--- src/rtl/mem_wb_reg.sv ---
// MEM/WB pipeline register: formats DRAM load data and registers write-back operands with stall/flush.
// Optional retired-instruction counter enabled by defining MEM_WB_RETIRE_CNT_EN.

`ifndef WB_ALU
`define WB_ALU  2'b00
`endif
`ifndef WB_DRAM
`define WB_DRAM 2'b01
`endif
`ifndef WB_EXT
`define WB_EXT  2'b10
`endif
`ifndef WB_PC4
`define WB_PC4  2'b11
`endif

module mem_wb_reg #(
    parameter int DW    = 32,
    parameter int RW    = 5,
    parameter int CNT_W = 32
) (
    input  logic          cpu_clk,
    input  logic          cpu_rst_n,
    input  logic          stall,
    input  logic          flush,
    input  logic          mem_valid,
    input  logic          mem_rf_we,
    input  logic [1:0]    mem_rf_wesl,
    input  logic [RW-1:0] mem_wR,
    input  logic [DW-1:0] mem_aluC,
    input  logic [DW-1:0] mem_dram_raw,
    input  logic [2:0]    mem_ld_type,
    input  logic [DW-1:0] mem_ext,
    input  logic [DW-1:0] mem_pc4,
    output logic          wb_valid,
    output logic          wb_rf_we,
    output logic [1:0]    wb_rf_wesl,
    output logic [RW-1:0] wb_wR,
    output logic [DW-1:0] wb_aluC,
    output logic [DW-1:0] wb_dram_rdo,
    output logic [DW-1:0] wb_ext,
    output logic [DW-1:0] wb_pc4
`ifdef MEM_WB_RETIRE_CNT_EN
    ,
    output logic [CNT_W-1:0] wb_retire_cnt
`endif
);

    localparam logic [2:0] LD_LB  = 3'b000;
    localparam logic [2:0] LD_LH  = 3'b001;
    localparam logic [2:0] LD_LBU = 3'b100;
    localparam logic [2:0] LD_LHU = 3'b101;

    if (CNT_W < 1) begin : g_cnt_w_check
        $error("mem_wb_reg: CNT_W must be at least 1");
    end

    // Byte/half lane select plus sign/zero extension; unknown load types pass the word through.
    function automatic logic [DW-1:0] format_load(
        input logic [2:0]    ld_type,
        input logic [1:0]    off,
        input logic [DW-1:0] raw
    );
        logic signed [7:0]  byte_s;
        logic signed [15:0] half_s;
        logic [DW-1:0]      res;
        byte_s = raw[{off, 3'b000} +: 8];
        half_s = raw[{off[1], 4'b0000} +: 16];
        case (ld_type)
            LD_LB:   res = DW'(byte_s);
            LD_LBU:  res = DW'($unsigned(byte_s));
            LD_LH:   res = DW'(half_s);
            LD_LHU:  res = DW'($unsigned(half_s));
            default: res = raw;
        endcase
        return res;
    endfunction

    logic [DW-1:0] ld_data_p0;
    logic          capture_p0;

    assign ld_data_p0 = format_load(mem_ld_type, mem_aluC[1:0], mem_dram_raw);
    assign capture_p0 = !stall && !flush;

    // ---- MEM -> WB boundary ----
    always_ff @(posedge cpu_clk or negedge cpu_rst_n) begin
        if (!cpu_rst_n) begin
            wb_valid <= 1'b0;
            wb_rf_we <= 1'b0;
        end else if (flush) begin
            wb_valid <= 1'b0;
            wb_rf_we <= 1'b0;
        end else if (!stall) begin
            wb_valid <= mem_valid;
            wb_rf_we <= mem_rf_we & mem_valid;
        end
    end

    // A flushed entry keeps stale data; wb_valid/wb_rf_we already mark it dead.
    always_ff @(posedge cpu_clk or negedge cpu_rst_n) begin
        if (!cpu_rst_n) begin
            wb_rf_wesl  <= `WB_ALU;
            wb_wR       <= '0;
            wb_aluC     <= '0;
            wb_dram_rdo <= '0;
            wb_ext      <= '0;
            wb_pc4      <= '0;
        end else if (capture_p0) begin
            wb_rf_wesl  <= mem_rf_wesl;
            wb_wR       <= mem_wR;
            wb_aluC     <= mem_aluC;
            wb_dram_rdo <= ld_data_p0;
            wb_ext      <= mem_ext;
            wb_pc4      <= mem_pc4;
        end
    end

`ifdef MEM_WB_RETIRE_CNT_EN
    // An entry retires when it leaves WB; a flush only kills the incoming entry.
    always_ff @(posedge cpu_clk or negedge cpu_rst_n) begin
        if (!cpu_rst_n) begin
            wb_retire_cnt <= '0;
        end else if (wb_valid && !stall) begin
            wb_retire_cnt <= wb_retire_cnt + CNT_W'(1);
        end
    end
`endif

endmodule
--- config.mk ---
export PLATFORM = sky130hd
export DESIGN_NAME = mem_wb_reg
export DESIGN_NICKNAME = d
export VERILOG_FILES = /design/src/rtl/mem_wb_reg.sv
export SDC_FILE = /design/constraint.sdc
export NUM_CORES = 1
export LEC_CHECK = 0
export ABC_CLOCK_PERIOD_IN_PS = 1400
export BUFFER_PORTS_ARGS = -buffer_cell sky130_fd_sc_hd__buf_2
export CORE_MARGIN = 3
export CORE_UTILIZATION = 50
export CTS_CLUSTER_DIAMETER = 100
export DETAILED_ROUTE_END_ITERATION = 7
export PLACE_DENSITY = 0.86
export SLEW_MARGIN = 25
export SYNTH_ARGS = -nofsm -noshare
export SYNTH_HDL_FRONTEND = slang
export SYNTH_SLANG_ARGS = --single-unit
--- constraint.sdc ---
create_clock -name cpu_clk -period 1.4 [get_ports cpu_clk]
set_input_delay 0.07 -clock cpu_clk [delete_from_list [all_inputs] [get_ports cpu_clk]]
set_output_delay 0.07 -clock cpu_clk [all_outputs]
set_load 0.01 [all_outputs]
==> flow_summary_export.csv <==
group,metric,value,unit
status,status,"finished clean",
synthesis,synth_cell_types,30,
clock_network,cts_buffers,17,
synthesis,synthSimpleGateAreaFrac,26.8,%
setup_path,critPathLaunch,"mem_dram_raw[27]",
synthesis,yosys.area.top_type,"dfrtp_1",
clock_network,cts_sinks,137,
clock_network,h-tree-depth,4,
global_routing,globalRouteTotalUtil,34.2,%
synthesis,synth_compound_area_share,8.51,%
detailed_routing,drtAntennaViolNets,0,
min_path,hp-class,"in -> reg",
finish,area_growth,60.3,%
finish,final_util,83.8,%
floorplanning,io_pins,281,
clock_network,cts_tree,"built",
detailed_routing,dr.pass1.iters,5,
finish,layout-drive-gt1-share,33.3,%
sta,fin_hold_ws,11.0,ps
floorplanning,die_h,113,um
clock_network,hold_buffers,122,
finish,final_nets,1205,
floorplanning,die_w,113,um
synthesis,synthXorXnorAreaFrac,0,%
clock_network,clockBufferDepth,2,
synthesis,yosysSeqAreaShare,59.5,%
global_routing,grt_pass1_vias,6781,
synthesis,synth_area,5760,um^2
clock_network,clock-root-buffer,"clkbuf_16",
global_routing,grt_max_degree,71,
setup_path,worstSetupStartpointType,"input port",
placement,numPortBuffers,280,
sta,rsz0062_at_grt,"false",
synthesis,synth_top_family_by_area,"simple AND/OR/NAND/NOR gates",
synthesis,synth_common_cells,"nand2_1 (348), dfrtp_1 (137), clkbuf_1 (32)",
setup_path,cp_data_arrival_time,1440,ps
global_routing,grt_pass1_wl,34.6,mm
sta,finalHoldViolCount,0,
synthesis,synth-main-ff-cell,"dfrtp_1",
synthesis,synth_warnings,0,
sta,worstMarginPinSlew,728,ps
global_routing,gr-usage-met1,39.8,%
synthesis,synth_edf_count,0,
sta,fin_ws,220,ps
synthesis,synthTopCellsByArea,"dfrtp_1 (60%), nand2_1 (23%), clkbuf_1 (2.1%)",
global_routing,use_met2,59.1,%
setup_path,cp_max_fo,3,
detailed_routing,vias,6550,
sta,max_freq,848,MHz
setup_path,reg2reg_to,"wb_dram_rdo[31]",
detailed_routing,drt-initial-drc-count,732,
synthesis,synth_top_cell_area_share,59.5,%
setup_path,end_kind,"flip-flop",
synthesis,syn-num-nets,801,
sta,setup_viol,0,
setup_path,criticalPathCategory,"in -> reg",
clock_network,postCtsSetupBuffers,0,
floorplanning,dieArea,12800,um^2
setup_path,r2r_start,"wb_dram_rdo[31]",
global_routing,antenna_found_initial,1,
sta,maxSlewHeadroom,51.5,%
global_routing,grt.busiest_layer,"met2",
floorplanning,core_area,11000,um^2
floorplanning,fp-row-count,38,
detailed_routing,wl,21.9,mm
placement,hpwl,12.3,mm
sta,fin_crit_sh,84.3,%
clock_network,cts_resized,0,
setup_path,cp_data_required_time,1660,ps
detailed_routing,avgRoutedWirePerCell,18.0,um
setup_path,r2r_slack,560,ps
pwr,cellPowerDensity,1280,nW/um^2
setup_path,r2r_cells,2,
pwr,power.leakage,5.02,nW
sta,clock_skew,0,ps
finish,nFillCells,573,
floorplanning,floorplan.initialDensity,52.2,%
clock_network,path_clk_slew,50,ps
pwr,vdd_drop_max,795,uV
setup_path,endpoint,"wb_dram_rdo[3]",
placement,pre_cts_ws,-28.3,ps
sta,fin_setup_tns,0,ps
synthesis,async_flop_share,100,%
sta,slew_violations,0,
detailed_routing,drc,0,
synthesis,synthMuxAreaShare,2.15,%
placement,gp_congestion,0.898,
flow_run,max-cap-violations,0,
clock_network,clkLatencyLatePin,400,ps
sta,period_needed,1180,ps
synthesis,avgSynthCellArea,8.77,um^2
detailed_routing,viasPerCell,5.40,
synthesis,synth_seq_cells,137,
global_routing,grt_util_met3,8.88,%
global_routing,grt.overflow.total,0,
synthesis,synthCells,657,
synthesis,synth_most_common_cell,"nand2_1",
synthesis,synthAdderAreaFrac,0,%
[area by class of cell]
| class | count | area [um^2] | share of cell area [%] |
|---|---|---|---|
| clock inverter | 13 | 166 | 1.80 |
| timing repair buffer | 426 | 2870 | 31.1 |
| multi-input combinational | 478 | 2170 | 23.4 |
| inverter | 1 | 3.75 | 0.0406 |
| tap | 140 | 175 | 1.90 |
| antenna | 1 | 2.50 | 0.0271 |
| sequential | 137 | 3430 | 37.1 |
| clock buffer | 17 | 425 | 4.60 |
[power by group]
part	switching, mW	internal (mW)
Clock	1.75	2.81
Combinational	1.36	1.09
Sequential	0.319	4.48
[cell usage in the layout, fill, tap and decap left out, types with 2 or more instances in the layout]
cell type	instances
nand2_1	348
dfrtp_1	137
bufinv_16	3
a21oi_1	20
buf_4	19
clkinv_2	2
o211ai_1	2
a211oi_2	9
nor3_1	12
nor2_1	27
nor2b_1	4
nand2b_1	2
buf_2	279
o21ai_0	11
a21boi_0	2
a22oi_1	7
inv_6	5
buf_12	5
o41ai_1	6
a211oi_1	6
clkbuf_16	17
mux2_2	10
clkinvlp_4	3
a311oi_1	2
dlygate4sd3_1	122
[stage by stage]
stage / cell area, um^2 / instances / power (mW)
3_5_place_dp: 7420 / 1060 / 6.90
5_1_grt: 9240 / 1213 / 12.3
2_1_floorplan: 5760 / 657 / 5.77
4_1_cts: 9240 / 1212 / 11.7
3_3_place_gp: 7420 / 1060 / 6.83
6_report: 9240 / 1213 / 11.8
[worst min path at each step]
stage | start | to | slack (ps) | cells after the start
floorplan | cpu_rst_n | wb_aluC[0] | -230 | 0
global placement | cpu_rst_n | wb_pc4[15] | -80 | 1
detailed placement | cpu_rst_n | wb_aluC[18] | -80 | 1
CTS | mem_aluC[1] | wb_aluC[1] | 2 | 3
global route | mem_aluC[1] | wb_aluC[1] | 20 | 3
finish | mem_aluC[1] | wb_aluC[1] | 10 | 3
[registers in the layout, summed over array words and instances, names as in the netlist]
signal       count
wb_ext          32
wb_rf_we         1
wb_dram_rdo     32
wb_aluC         32
wb_valid         1
wb_pc4          32
wb_wR            5
wb_rf_wesl       2
[critical path: stages]
cell	delay (ps)
dlygate4sd3_1	570
buf_2	150
mux2_2	290
nor3_1	250
o41ai_1	120
[metal layers]
layer | part of all wire [%] | up-vias
met2 | 51 | 460
met4 | 4.1 | 0
met1 | 35 | 3099
li1 | - | 2909
met3 | 9.8 | 82
met5 | 0 | -
[logic make-up after synthesis]
logic type,count (synthesis)
AOI/OAI and AO/OA,68
buffers and inverters,42
DFF,137
muxes,11
and+or+nand+nor,399
Power figures use the tool's default switching activity.
